<file path="config.mk">
export PLATFORM = sky130hd
export DESIGN_NAME = full_adder_cell_flat
export DESIGN_NICKNAME = d
export VERILOG_FILES = /design/src/rtl/full_adder_cell_if.sv /design/src/rtl/full_adder_cell.sv /design/src/flat_wrapper.sv
export SDC_FILE = /design/constraint.sdc
export NUM_CORES = 1
export LEC_CHECK = 0
export ABC_AREA = 1
export CORE_AREA = 2 2 39 41
export DETAILED_ROUTE_END_ITERATION = 10
export DIE_AREA = 0 0 41 43
export GPL_TIMING_DRIVEN = 0
export REMOVE_ABC_BUFFERS = 1
export SETUP_SLACK_MARGIN = 0.1
export SYNTH_ARGS = -nofsm -noshare
export SYNTH_HDL_FRONTEND = slang
export SYNTH_SLANG_ARGS = --single-unit
export TNS_END_PERCENT = 30
</file>
<file path="constraint.sdc">
create_clock -name clk -period 2.4 [get_ports clk]
set_input_delay 0.48 -clock clk [delete_from_list [all_inputs] [get_ports clk]]
set_output_delay 0.48 -clock clk [all_outputs]
set_load 0.02 [all_outputs]
</file>
<file path="src/rtl/full_adder_cell_if.sv">
// Operand, control and result signals of one full-adder cell.
// The master drives operands/controls; the cell (slave) returns results.
interface full_adder_cell_if;
   logic a;
   logic b;
   logic cin;
   logic en;
   logic ser_mode;
   logic ser_start;
   logic sum;
   logic co;
   logic sum_q;
   logic co_q;

   modport master (
      output a, b, cin, en, ser_mode, ser_start,
      input  sum, co, sum_q, co_q
   );

   modport slave (
      input  a, b, cin, en, ser_mode, ser_start,
      output sum, co, sum_q, co_q
   );
endinterface

</file>
<file path="src/rtl/full_adder_cell.sv">
// One-bit full adder with registered outputs and an optional bit-serial mode.
// In serial mode the registered carry feeds back as the next bit's carry-in.
module full_adder_cell #(
   parameter bit SERIAL_EN = 1'b1
) (
   input logic              clk,
   input logic              rst_n,
   full_adder_cell_if.slave bus
);
   logic use_fb;
   logic c_eff;
   logic prop;
   logic gen;
   logic sum_c;
   logic co_c;
   logic sum_r;
   logic co_r;

   // ser_start opens a new word on the external carry; reset clears co_r,
   // so feedback mode sees a zero carry during and after reset.
   assign use_fb = SERIAL_EN && bus.ser_mode && !bus.ser_start;
   assign c_eff  = use_fb ? co_r : bus.cin;

   assign prop  = bus.a ^ bus.b;
   assign gen   = bus.a & bus.b;
   assign sum_c = prop ^ c_eff;
   assign co_c  = gen | (c_eff & prop);

   always_ff @(posedge clk or negedge rst_n) begin
      if (!rst_n) begin
         sum_r <= 1'b0;
         co_r  <= 1'b0;
      end else if (bus.en) begin
         sum_r <= sum_c;
         co_r  <= co_c;
      end
   end

   assign bus.sum   = sum_c;
   assign bus.co    = co_c;
   assign bus.sum_q = sum_r;
   assign bus.co_q  = co_r;
endmodule

</file>
<file path="src/flat_wrapper.sv">
// flat-port wrapper written by rule: the top's interface ports become plain ports
module full_adder_cell_flat 
#(
   parameter bit SERIAL_EN = 1'b1
)
  (clk, rst_n, bus_a, bus_b, bus_cin, bus_en, bus_ser_mode, bus_ser_start, bus_sum, bus_co, bus_sum_q, bus_co_q);
  full_adder_cell_if bus_i ();
  input logic clk;
  input logic rst_n;
  input wire logic [$bits(bus_i.a)-1:0] bus_a;
  input wire logic [$bits(bus_i.b)-1:0] bus_b;
  input wire logic [$bits(bus_i.cin)-1:0] bus_cin;
  input wire logic [$bits(bus_i.en)-1:0] bus_en;
  input wire logic [$bits(bus_i.ser_mode)-1:0] bus_ser_mode;
  input wire logic [$bits(bus_i.ser_start)-1:0] bus_ser_start;
  output wire logic [$bits(bus_i.sum)-1:0] bus_sum;
  output wire logic [$bits(bus_i.co)-1:0] bus_co;
  output wire logic [$bits(bus_i.sum_q)-1:0] bus_sum_q;
  output wire logic [$bits(bus_i.co_q)-1:0] bus_co_q;
  assign bus_i.a = bus_a;
  assign bus_i.b = bus_b;
  assign bus_i.cin = bus_cin;
  assign bus_i.en = bus_en;
  assign bus_i.ser_mode = bus_ser_mode;
  assign bus_i.ser_start = bus_ser_start;
  assign bus_sum = bus_i.sum;
  assign bus_co = bus_i.co;
  assign bus_sum_q = bus_i.sum_q;
  assign bus_co_q = bus_i.co_q;
  full_adder_cell #(.SERIAL_EN(SERIAL_EN)) u_core (.clk(clk), .rst_n(rst_n), .bus(bus_i));
endmodule
</file>
# Word level (Yosys, flattened, before mapping)
# Cells that the tools add are included.
# word_totals
word_cells,10
output_inout_bits,4
reg_bits,2
# op_classes
bitwise_logic,5
mux,1
n_reduce_logical,2
# op_table
cell,count
bitwise AND 1 bit,2
bitwise XOR 1 bit,2
logical AND 1 bit,1
zero test 1 bit,1
2-to-1 mux 1 bit,1
OR 1 bit,1

# Logic depth before layout (Yosys ltp)
# Gate-level depths: netlist of run 1.
# depth
word_depth,5
depth_mapped,6

# Worst setup path after synthesis of run 1
# No wires, ideal clock.
# synth_timing
kind,input port to output port
from,in bus_ser_start
to,out bus_sum
arrival_ns,1.265
path_slack_ns,0.655
stages,6
required_ns,1.920
cell_sequence,inv_1 > nand2_1 > nand2_1 > nand2_1 > fa_1 > inv_1
# synth_via
elab_chain_cells,4
# synth_lines
item,line,source
from (decl),flat_wrapper.sv:15,input wire logic [$bits(bus_i.ser_start)-1:0] bus_ser_start;
zero test 1 bit,full_adder_cell.sv:21,assign use_fb = SERIAL_EN && bus.ser_mode && !bus.ser_start;
logical AND 1 bit,full_adder_cell.sv:21,
2-to-1 mux 1 bit,full_adder_cell.sv:22,assign c_eff = use_fb ? co_r : bus.cin;
bitwise XOR 1 bit,full_adder_cell.sv:26,assign sum_c = prop ^ c_eff;
to (decl),flat_wrapper.sv:16,output wire logic [$bits(bus_i.sum)-1:0] bus_sum;
# Every way passes these cells.

# Worst setup path in the final report of run 1
# layout_timing
from,in bus_ser_mode
to,out bus_sum
# layout_via
elab_chain_cells,3
# layout_lines
item,line,source
from (decl),flat_wrapper.sv:14,input wire logic [$bits(bus_i.ser_mode)-1:0] bus_ser_mode;
logical AND 1 bit,full_adder_cell.sv:21,
2-to-1 mux 1 bit,full_adder_cell.sv:22,
bitwise XOR 1 bit,full_adder_cell.sv:26,
# Every way passes these cells.

==> results of run 1 <==
-- repair_timing --
| item | in CTS | in global routing |
|---|---|---|
| endpoints found under the setup margin | 2 | 2 |
| resized for setup | 5 | 2 |
| gates cloned | 0 | 0 |
-- layout make-up --
class / instances / area (um^2)
clock buffers: 3 / 22.5
repair buffers: 11 / 100
well taps: 16 / 20.0
inverters: 8 / 30.0
multi-input cells: 9 / 53.8
fillers: 159 / 1110
flip-flops and latches: 2 / 50.0
-- routing by layer --
metal	global-route usage	part of all wire
met5	0	0
met3	0.0314	0.080
met1	0.0192	0.31
met4	0.100	0
met2	0.0719	0.61
-- report_power, final --
| part | internal, mW | leakage, nW | total, mW | switching [mW] |
|---|---|---|---|---|
| Clock | 0.0550 | 0.0138 | 0.0726 | 0.0176 |
| Sequential | 0.0390 | 0.0243 | 0.0418 | 0.00280 |
| Combinational | 0.0286 | 0.108 | 0.0562 | 0.0276 |
-- cells by family after synthesis --
| kind of cell | count (synthesis) | synth area share |
|---|---|---|
| buffers and inverters | 8 | 0.224 |
| and+or+nand+nor | 6 | 0.178 |
| AOI/OAI and AO/OA | 2 | 0.0748 |
| DFF | 2 | 0.374 |
| adders and majority gates | 1 | 0.150 |
-- metrics by stage --
stage	util	setup TNS, ps	setup WS (ps)	instances
CTS	0.203	0	13.2	49
global placement	0.191	-560	-311	46
finish	0.200	0	107	49
global route	0.200	0	33.7	49
floorplan	-	0	655	19
detailed placement	0.191	-564	-316	46
-- state kept, by name (all words and copies together), names as in the netlist --
| register | count |
|---|---|
| u_core.bus.co_q | 1 |
| u_core.bus.sum_q | 1 |
-- critical path: stages --
cell,delay (ps)
clkdlybuf4s50_1,470
nand2_1,50
nand2_1,50
nand2_1,60
fa_1,510
inv_1,40
buf_2,150
-- worst min path at each step --
stage,startpoint,slack (ps),endpoint
2_1_floorplan,rst_n,180,u_core.bus.co_q
3_3_place_gp,u_core.bus.sum_q,480,u_core.bus.sum_q
3_5_place_dp,u_core.bus.sum_q,480,u_core.bus.sum_q
4_1_cts,rst_n,410,u_core.bus.sum_q
5_1_grt,rst_n,420,u_core.bus.co_q
6_report,rst_n,420,u_core.bus.sum_q
-- layout by cell type (no fill, tap or decap) --
| master | netlist | final |
|---|---|---|
| clkdlybuf4s50_1 | 0 | 9 |
| fa_1 | 1 | 1 |
| inv_1 | 7 | 7 |
| dfrtp_1 | 2 | 2 |
| clkbuf_2 | 0 | 1 |
| o21ai_1 | 2 | 2 |
| nand2_1 | 5 | 5 |
| inv_2 | 1 | 1 |
| clkbuf_4 | 0 | 3 |
| buf_2 | 0 | 1 |
| nand3_1 | 1 | 1 |
==> summary.md, run 1 <==
| Metric | Value |
|---|---|
| Status | completed |
| Vias per cell | 3.10 |
| Dominant synthesized flop cell | dfrtp_1 |
| Sequential fraction of the synthesis area | 0.374 |
| Least-Margin Pin Slew | 208 ps |
| Vias in the first global route | 147 |
| Synth top area share | 0.374 |
| Starting Density | 0.0967 |
| Initial antenna violation count | 0 |
| Die X | 41 um |
| Final setup vio count | 0 |
| Antenna diodes | 0 |
| Reg2reg end | u_core.bus.sum_q |
| Min-delay worst type | in2async |
| Total track usage | 0.0502 |
| CTS tree | built |
| Reg2reg start | u_core.bus.co_q |
| Critical path endpoint | bus_sum |
| Async SR Flop Fraction | 1.00 |
| Worst hold slack | 423 ps |
| Die area | between 1500 and 2000 um^2 |
| Register bit total from synthesis | 2 |
| I/O pin cnt | 12 |
| Post-synth EDFFs | 0 |
| Setup CP Type | in2out |
| # hold bufs at CTS | 0 |
| Design area | 277 um^2 |
| First DRT Iteration DRCs | 0 |
| Total gr overflow | 0 |
| Wire per inst | 6.14 um |
| Maximum buffer depth of the clock tree | 2 |
| Placed Area | roughly 260 um^2 |
| Largest net degree at the start of global routing | 5 |
| Commonest cells post-synth | 7 x inv_1, 5 x nand2_1, 2 x dfrtp_1, 2 x o21ai_1 |
| Slew margin rel. | 0.861 |
| H-tree depth | 1 |
| Yosys warnings | 0 |
| Fin crit share | 0.955 |
| Largest cells by area after synthesis | dfrtp_1 37%, inv_1 20%, fa_1 15%, nand2_1 14%, o21ai_1 7.5% |
| Cell count after synthesis | 19 |
| Routability Congestion | 0.492 |
| # rows | 14 |
| Core area | 1380 um^2 |
| Drt drc | 0 |
| IO Port Bufs | 11 |
| Max-cap violations | 0 |
| Vias | 152 |
| Clk root buf | clkbuf_4 |
| RSZ-0062 raised after global routing | yes |
| CTS clk-pin slew, worst paths | 30 ps |
| Max Slew Vio Count | 0 |
| CP startpoint | bus_ser_mode |
| Fin nets | 44 |
| PnR Total Power | between 0.15 and 0.2 mW |
| Num CTS Buffers | 3 |
| Crit path required time | 1920 ps |
| CP endpoint kind | primary output |
| Post-CTS setup repair buffer count | 0 |
| Routed WL | roughly 300 um |
| R2R cell count | 5 |
| Clock sink count | 2 |
| Vert. Die Dim | 43 um |
| WP data arrival | between 1500 and 2000 ps |
| Synth area leader | dfrtp_1 |
| CP max FO | 2 |
| Fin crit period | 2290 ps |
| PD cells | just over 600 nW/um^2 |
| Worst reg2reg setup slack | 1170 ps |
| Worst Skew | 1.74 ps |
| Global-route wire length before repair | between 400 and 500 um |
| P_leak | ~0.15 nW |
| Fmax | 436 MHz |
| Distinct cell type count after synthesis | 7 |
| Routed Antenna Nets | 0 |
| P&R area growth vs syn | 107% |
| Mean Syn Cell Area | 7.05 um^2 |
| Layout cells sized above 1 | 0.182 |
| Count leader, synth | inv_1 |
| Final Hold Vio Count | 0 |
| Cell area after synthesis | 134 um^2 |
| Worst setup SP type | input port |
| Worst-skew pair later-pin latency | between 200 and 250 ps |
| Max VDD drop | 84.9 uV |
| TritonRoute pass-1 iters | 1 |
Note: power is estimated with default switching activity, not from simulation.
==> run 2, diff against run 1 <==
- TNS_END_PERCENT: 30 -> 50
- clock period: 2.4 -> 2.1 ns (I/O delays scaled with it)
==> run 2 against run 1 <==
First-iteration DRC count stayed put. Cell count did not move. Sequential power is 14% higher. Cell area increased by 0.45%. Sequential share of layout area down 0.082 points. Worst hold slack lost 60 ps. Clock skew hardly changed. Critical path depth up 1. Via count decreased by 0.66%. Critical endpoint unchanged. Largest power group unchanged.
==> summary.md, run 2 (synthesized netlist as in run 1, its figures left out) <==
| Metric | Value |
|---|---|
| Status | completed |
| # hold bufs at CTS | 0 |
| Worst-skew pair later-pin latency | 220 ps |
| H-tree depth | 1 |
| Fin crit share | 0.908 |
| I/O pin cnt | 12 |
| Largest net degree at the start of global routing | 5 |
| P&R area growth vs syn | 107% |
| Starting Density | 0.0967 |
| Worst Skew | 1.74 ps |
| Fin crit period | 1910 ps |
| Worst hold slack | 363 ps |
| Switching pwr | 0.0558 mW |
| Min-delay worst type | in2async |
| Worst setup margin | 193 ps |
| Commonest non-fill, non-tap cell in the layout | inv_1 |
| Pint | 0.142 mW |
| Die X | just over 40 um |
| CP max FO | 2 |
| TritonRoute pass-1 iters | 1 |
| Vias in the first global route | 149 |
| Fin nets | 44 |
| Total track usage | 0.0512 |
| IO Port Bufs | 11 |
| First DRT Iteration DRCs | 0 |
| Num CTS Buffers | 3 |
| Final Hold Vio Count | 0 |
| Max Slew Vio Count | 0 |
| P_leak | between 0.15 and 0.2 nW |
| Clk pwr share | 0.421 |
| Wire per inst | 6.16 um |
| Die area | 1760 um^2 |
| Vias per cell | 3.08 |
| Max VDD drop | 108 uV |
| Pre-CTS setup slack | -496 ps |
| Initial antenna violation count | 0 |
| Antenna diodes | 0 |
| Sw frac | 0.283 |
| Routed Antenna Nets | 0 |
| Sequential share of power | 0.242 |
| Routability Congestion | 0.492 |
| Slew margin rel. | 0.861 |
| Most frequent cells in the layout | 6 x inv_1, 5 x nand2_1, 4 x dlygate4sd2_1, 4 x clkdlybuf4s50_1, 3 x clkbuf_4 |
| Total gr overflow | 0 |
| Layout cells sized above 1 | 0.212 |
| Drt drc | 0 |
| Maximum buffer depth of the clock tree | 2 |
| CP endpoint kind | primary output |
| Vert. Die Dim | 43 um |
| Vias | 151 |
| Setup TNS Final | 0 ps |
| Max-cap violations | 0 |
| WP data arrival | approximately 1500 ps |
| RSZ-0062 raised after global routing | no |
| CTS clk-pin slew, worst paths | ~30 ps |
| CTS tree | built |
| Global-route wire length before repair | 496 um |
| Routed WL | 302 um |
| Core area | roughly 1400 um^2 |
| Clock sink count | 2 |
| Setup CP Type | in2out |
| PD cells | around 710 nW/um^2 |
| Worst setup SP type | input port |
| Clk root buf | clkbuf_4 |
| Comb pwr share | 0.337 |
| Crit path required time | 1680 ps |
| Fmax | approximately 520 MHz |
| Final setup vio count | 0 |
| # rows | 14 |
| Least-Margin Pin Slew | 208 ps |
run 2: cell types whose count changed in the layout (fill, tap and decap cells not counted):
cell,change
clkdlybuf4s50_1,-5
dlygate4sd2_1,+4
buf_6,+1
clkbuf_2,-1
clkdlybuf4s15_1,+1
inv_1,-1
inv_2,+1
run 2: final timing paths:
check / end / from / cells past startpoint / slack [ps]
max: bus_sum / bus_ser_start / 8 / 190
min: u_core.bus.sum_q / rst_n / 1 / 360
max reg2reg: u_core.bus.sum_q / u_core.bus.co_q / 5 / 870
min reg2reg: u_core.bus.sum_q / u_core.bus.sum_q / 2 / 500
max in group asynchronous: u_core.bus.co_q / rst_n / 1 / 1620
min in group clk: u_core.bus.sum_q / u_core.bus.sum_q / 2 / 500
run 2: through the flow:
stage,instances,power [mW],utilization,area [um^2]
6_report,49,0.197,0.201,278
3_3_place_gp,46,0.119,0.191,264
4_1_cts,49,0.205,0.201,278
2_1_floorplan,19,0.0796,-,134
3_5_place_dp,46,0.118,0.191,264
5_1_grt,49,0.217,0.201,278
run 2: layout make-up:
type                            instances  area (um^2)
Inverter                                8         30.0
Clock buffer                            3         22.5
Sequential cell                         2         50.0
Multi-Input combinational cell          9         53.8
Timing Repair Buffer                   11          101
Tap cell                               16         20.0
Fill cell                             160         1110
run 2: worst max-delay path: stages:
cell and delay [ps]:
clkdlybuf4s15_1 160, inv_1 60, nand2_1 50, nand2_1 60, nand2_1 60, fa_1 510, inv_1 50, buf_6 120
run 2: timing repair:
action / CTS / global route
buffers inserted: 0 / 0
hold endpoints to repair: 0 / 0
pin swaps: 4 / 1
gates resized for setup: 17 / 0
setup endpoints to repair: 2 / 1
run 2: metal layers:
metal,up-vias,wire length [um],track usage
met5,-,0,0
met1,65,97,0.0288
met2,5,183,0.0656
met3,0,21,0.0314
li1,81,-,-
met4,0,0,0.100
run 2: power by group through the flow:
stage               sequential (mW)  clock [mW]  combinational (mW)
global placement             0.0481           0              0.0704
CTS                          0.0478      0.0898              0.0676
floorplan                    0.0555           0              0.0241
detailed placement           0.0482           0              0.0703
finish                       0.0478      0.0830              0.0666
global route                 0.0481      0.0954              0.0736
==> variant 1: new RTL, config.mk and constraints of run 2 <==
Reset style: synchronous (`rst_n`), changed in one clocked block.
--- a/src/rtl/full_adder_cell.sv
+++ b/src/rtl/full_adder_cell.sv
@@ -28,3 +28,3 @@
 
-   always_ff @(posedge clk or negedge rst_n) begin
+   always_ff @(posedge clk) begin
       if (!rst_n) begin
Formal check against the unedited RTL: differs if rst_n is asserted again (counterexample within 4 cycles, from zero or initial values and one cycle with rst_n low); with rst_n held inactive, the same outputs for 10 cycles.
==> variant 1 against run 2 <==
Global-route usage is 1.1 points lower. Fmax is 0.28% higher. Sequential cell count unchanged. Cell area fell by 0.45%. Synthesized area shrank 0.93%. Setup slack gained 0.0053 ns. Power fell by 6.9%. Routed wire length increased by 6.6%. Sequential share of layout area down 3.5 points.
==> variant 1: results (changes against run 2) <==
[status]
status=finished, final reports clean  ; unchanged

[cells_and_area]
drive_gt1_share_pct=16.7  ; was 21.2%
layout.nets=47  ; was 44
diodes=0  ; unchanged
filler_cell_count=173  ; was 160

[pwr]
ir_drop_mv=0.107  ; was 0.108 mV
leakagePower_nw=0.152  ; was 0.153 nW

[synthesis]
synth_mux_area_share_pct=0  ; unchanged
netlist_top_cells_area=dfxtp_1 30%, inv_1 20%, nand2_1 20%, fa_1 15%, nor2_1 11%  ; was dfrtp_1 37%, inv_1 20%, fa_1 15%, nand2_1 14%, o21ai_1 7.5%
synth-xor-area-share_pct=0  ; unchanged
synthAdderAreaFrac_pct=15.1  ; was 15.0%
synthTopCellsByCount=7 x inv_1, 7 x nand2_1, 4 x nor2_1  ; was 7 x inv_1, 5 x nand2_1, 2 x dfrtp_1, 2 x o21ai_1
synth_cell_types=6  ; was 7
seq_area_frac_synth_pct=30.2  ; was 37.4%
synth-warning-count=0  ; unchanged
async_flop_share_pct=0  ; was 100%
synth-main-ff-cell=dfxtp_1  ; was dfrtp_1
synth-compound-area-share_pct=0  ; was 7.48%

[place]
place_ws_ns=-0.500  ; was -0.496 ns
placed_area_sq_um=263  ; was 264 sq um
port_buffers=11  ; unchanged
gp_congestion=0.464  ; was 0.492
dp_hpwl_um=273

[grt]
antenna_found_initial=0  ; unchanged
grt_max_degree=5  ; unchanged
first_global_vias=154  ; was 149
grt_pass1_wl_um=427  ; was 496 um
grt_use_total_pct=4.01  ; was 5.12%

[clock_tree]
root_buffer=clkbuf_4  ; unchanged
clockBufferDepth=2  ; unchanged
h-tree-depth=1  ; unchanged
post_cts_buffers=0  ; unchanged
cts_inserted_buffers=3  ; unchanged
path_clk_slew_ns=0.03  ; about the same
clk_latency_ns=0.22  ; about the same

[critical_path]
r2r_end=u_core.bus.sum_q$_SDFFE_PN0P_  ; was u_core.bus.sum_q$_DFFE_PN0P_
r2r_start=u_core.bus.co_q$_SDFFE_PN0P_  ; was u_core.bus.co_q$_DFFE_PN0P_
reg2regPathDepth=7  ; was 5
r2r_slack_ns=0.83  ; was 0.87 ns
cp_max_fo=2  ; unchanged
arrival_ns=1.48

[drt]
wire_per_inst_um=6.19  ; was 6.16 um
drtIter0Drc=0  ; unchanged
vias_per_cell=3.17  ; was 3.08
firstDrtPassIters=1  ; unchanged

[min_path]
holdPathEnd=u_core.bus.sum_q$_SDFFE_PN0P_
hold_class=flop to flop  ; was primary input to async pin
holdPathStages=2
min_from=u_core.bus.sum_q$_SDFFE_PN0P_

[timing]
relSlewSlack_pct=86.0  ; was 86.1%
fin_skew_ns=0.00203  ; was 0.00174 ns
period_needed_ns=1.90  ; was 1.91 ns

==> variant 1: cell count changes after synthesis <==
cell and change:
dfrtp_1 -2, dfxtp_1 +2, inv_2 -1, nand2_1 +2, nor2_1 +4, o21ai_1 -2
==> variant 1: worst max-delay path, cell delays in order <==
cell and delay, ns:
dlygate4sd2_1 0.21, nand2_1 0.05, nand2_1 0.06, nand2_1 0.06, fa_1 0.50, inv_1 0.05, buf_6 0.12
==> variant 1: logic make-up after synthesis <==
| kind of cell | Yosys count |
|---|---|
| adder cells (fa/ha/maj) | 1 |
| buffers and inverters | 7 |
| flip-flops | 2 |
| AND/OR/NAND/NOR | 12 |
==> variant 1: where the power goes <==
part           switching [mW]  total, mW  internal [mW]
combinational          0.0279     0.0573         0.0294
clock                  0.0201     0.0830         0.0629
sequential            0.00182     0.0435         0.0417
==> variant 1: layout make-up <==
cell class              instances  area [sq um]  area share (%)
multi-input cells              13          66.3            24.0
well taps                      16          20.0            7.24
flip-flops and latches          2          40.0            14.5
repair buffers                 11           101            36.7
inverters                       7          26.3            9.50
clock buffers                   3          22.5            8.14
==> variant 1: repair_timing <==
| item | 4_1_cts | 5_1_grt |
|---|---|---|
| resized for setup | 16 | 1 |
| pin swaps | 4 | 1 |
| gates cloned | 0 | 0 |
| endpoints found under the setup margin | 2 | 1 |
==> variant 1: how the worst max path moves through the flow <==
| stage | startpoint | end | cells past startpoint |
|---|---|---|---|
| 2_1_floorplan | u_core.bus.co_q$_SDFFE_PN0P_ | bus_sum | 5 |
| 3_3_place_gp | bus_ser_mode | bus_sum | 7 |
| 3_5_place_dp | bus_ser_mode | bus_sum | 7 |
| 4_1_cts | bus_ser_mode | bus_sum | 7 |
| 5_1_grt | bus_ser_start | bus_sum | 8 |
| 6_report | bus_ser_mode | bus_sum | 7 |
==> variant 1: layer usage <==
metal  share of wire [%]  global-route usage, %  up-vias  wire [um]
li1                    -                      -       89          -
met1                  35                   2.24       68        113
met2                  52                   6.56        8        168
met3                  12                      0        0         40
met4                   0                   8.00        0          0
met5                   0                      0        -          0
==> variant 1: per-stage QoR <==
| stage | std cells | TNS [ns] | total power, mW | hold WS (ns) |
|---|---|---|---|---|
| 6_report | 52 | 0 | 0.184 | 0.482 |
| 5_1_grt | 52 | 0 | 0.195 | 0.512 |
| 4_1_cts | 52 | 0 | 0.190 | 0.487 |
| 3_5_place_dp | 49 | -0.937 | 0.106 | 0.484 |
| 3_3_place_gp | 49 | -0.917 | 0.105 | 0.473 |
| 2_1_floorplan | 22 | 0 | 0.0719 | 0.540 |
==> variant 2: new RTL, config.mk and constraints of run 2 <==
Made on the original files. `SERIAL_EN` is set to 1'b1 in 2 places; all go to 1'b0.
--- a/src/rtl/full_adder_cell.sv
+++ b/src/rtl/full_adder_cell.sv
@@ -3,3 +3,3 @@
 module full_adder_cell #(
-   parameter bit SERIAL_EN = 1'b1
+   parameter bit SERIAL_EN = 1'b0
 ) (
--- a/src/flat_wrapper.sv
+++ b/src/flat_wrapper.sv
@@ -3,3 +3,3 @@
 #(
-   parameter bit SERIAL_EN = 1'b1
+   parameter bit SERIAL_EN = 1'b0
 )
Function: changed (Yosys sat finds a counterexample within 4 cycles, from zero or initial values and one cycle with rst_n low).
==> variant 2 against run 2 <==
Cell count fell by 22%. Cell area down 20%. Register-to-register slack gained 0.65 ns. Sequential power shrank 3%. Synthesized cell count shrank 47%. Setup slack worse by 0.081 ns. Routed wire length decreased by 17%. Sequential share of layout area up 4.6 points. Synthesized area fell by 28%. First-iteration DRC count increased by 4. Largest cell class unchanged. Sequential cell count unchanged. Power decreased by 9.1%. Worst hold slack worse by 0.00084 ns. Count of clock-buffer cells in the layout stayed put.
==> variant 2: results (changes against run 2) <==
[drt]
firstDrtPassIters=4  ; was 1
wl_met3_um=49  ; was 21 um
drtIter0Drc=4  ; was 0
totalWireLength_um=251  ; was 302 um
vias_per_cell=2.95  ; was 3.08
wl_met1_um=110  ; was 97 um

[timing]
fin_skew_ns=0  ; was 0.00174 ns
relSlewSlack_pct=86.1  ; about the same
fmax_mhz=503  ; was 524 MHz
holdWs_ns=0.362  ; was 0.363 ns

[cells_and_area]
instances_no_fill=38  ; was 49
multi_input_area_share_pct=19.2  ; was 19.4%
buf_share_pct=37.3  ; was 36.5%
drive_gt1_share_pct=22.7  ; was 21.2%
clock_area_share_pct=10.2  ; was 8.11%
inv_count=1  ; was 8
n_multi_input_combinational_cell=7  ; was 9
signal_buffers=9  ; was 11
fin_util_pct=16.0  ; was 20.1%
filler_cell_count=164  ; was 160
regArea_sq_um=50.0  ; unchanged

[place]
place_ws_ns=-0.343  ; was -0.496 ns
placed_cells=35  ; was 46
port_buffers=9  ; was 11
placed_area_sq_um=206  ; was 264 sq um
gp_congestion=0.568  ; was 0.492

[pwr]
p_seq_share_pct=25.8  ; was 24.2%
p_switching_uw=46.9  ; was 55.8 uW
power_frac_comb_pct=27.5  ; was 33.7%
sw_frac_of_total_pct=26.1  ; was 28.3%
ir_drop_mv=0.179  ; was 0.108 mV
leakagePower_nw=0.104  ; was 0.153 nW

[status]
status=finished, final reports clean  ; unchanged

[synthesis]
synthTopCellsByCount=6 x nand2_1, 2 x dfrtp_1, 1 x fa_1, 1 x inv_1  ; was 7 x inv_1, 5 x nand2_1, 2 x dfrtp_1, 2 x o21ai_1
yosysMostFrequentCell=nand2_1  ; was inv_1
seq_area_frac_synth_pct=51.9  ; was 37.4%
synth_cell_types=4  ; was 7
syn-instance-count=10  ; was 19

[grt]
grt_use_met2_pct=4.06  ; was 6.56%
grt_max_degree=4  ; was 5
grt_use_met1_pct=3.87  ; was 2.88%
grt_pass1_wl_um=386  ; was 496 um
grt_use_total_pct=4.02  ; was 5.12%
first_global_vias=119  ; was 149

[critical_path]
cp-startpoint=bus_cin  ; was bus_ser_start
crit_family=buffers and inverters  ; was adder cells
arrival_ns=1.57  ; was 1.49 ns
cpPeakStageDelay_ns=0.57  ; was 0.51 ns

variant 2: changes by cell type after synthesis, sizes merged:
| cell | before | now |
|---|---|---|
| nand3 | 1 | 0 |
| o21ai | 2 | 0 |
| inv | 8 | 1 |
| nand2 | 5 | 6 |
variant 2: repair_timing:
action	4_1_cts	5_1_grt
endpoints found under the hold margin	0	0
gates resized for setup	7	2
endpoints found under the setup margin	2	2
variant 2: final timing paths:
kind,end,cells after the start
setup reg to reg,u_core.bus.co_q$_DFFE_PN0P_,2
max in group asynchronous,u_core.bus.sum_q$_DFFE_PN0P_,1
hold reg to reg,u_core.bus.sum_q$_DFFE_PN0P_,2
setup / recovery,bus_sum,3
min in group clk,u_core.bus.sum_q$_DFFE_PN0P_,2
hold / removal,u_core.bus.co_q$_DFFE_PN0P_,1
variant 2: kinds of logic after synthesis:
family,count (synthesis),synth area share [%]
flops,2,52.0
fa+ha+maj,1,20.8
buf+inv,1,3.89
simple gates,6,23.4
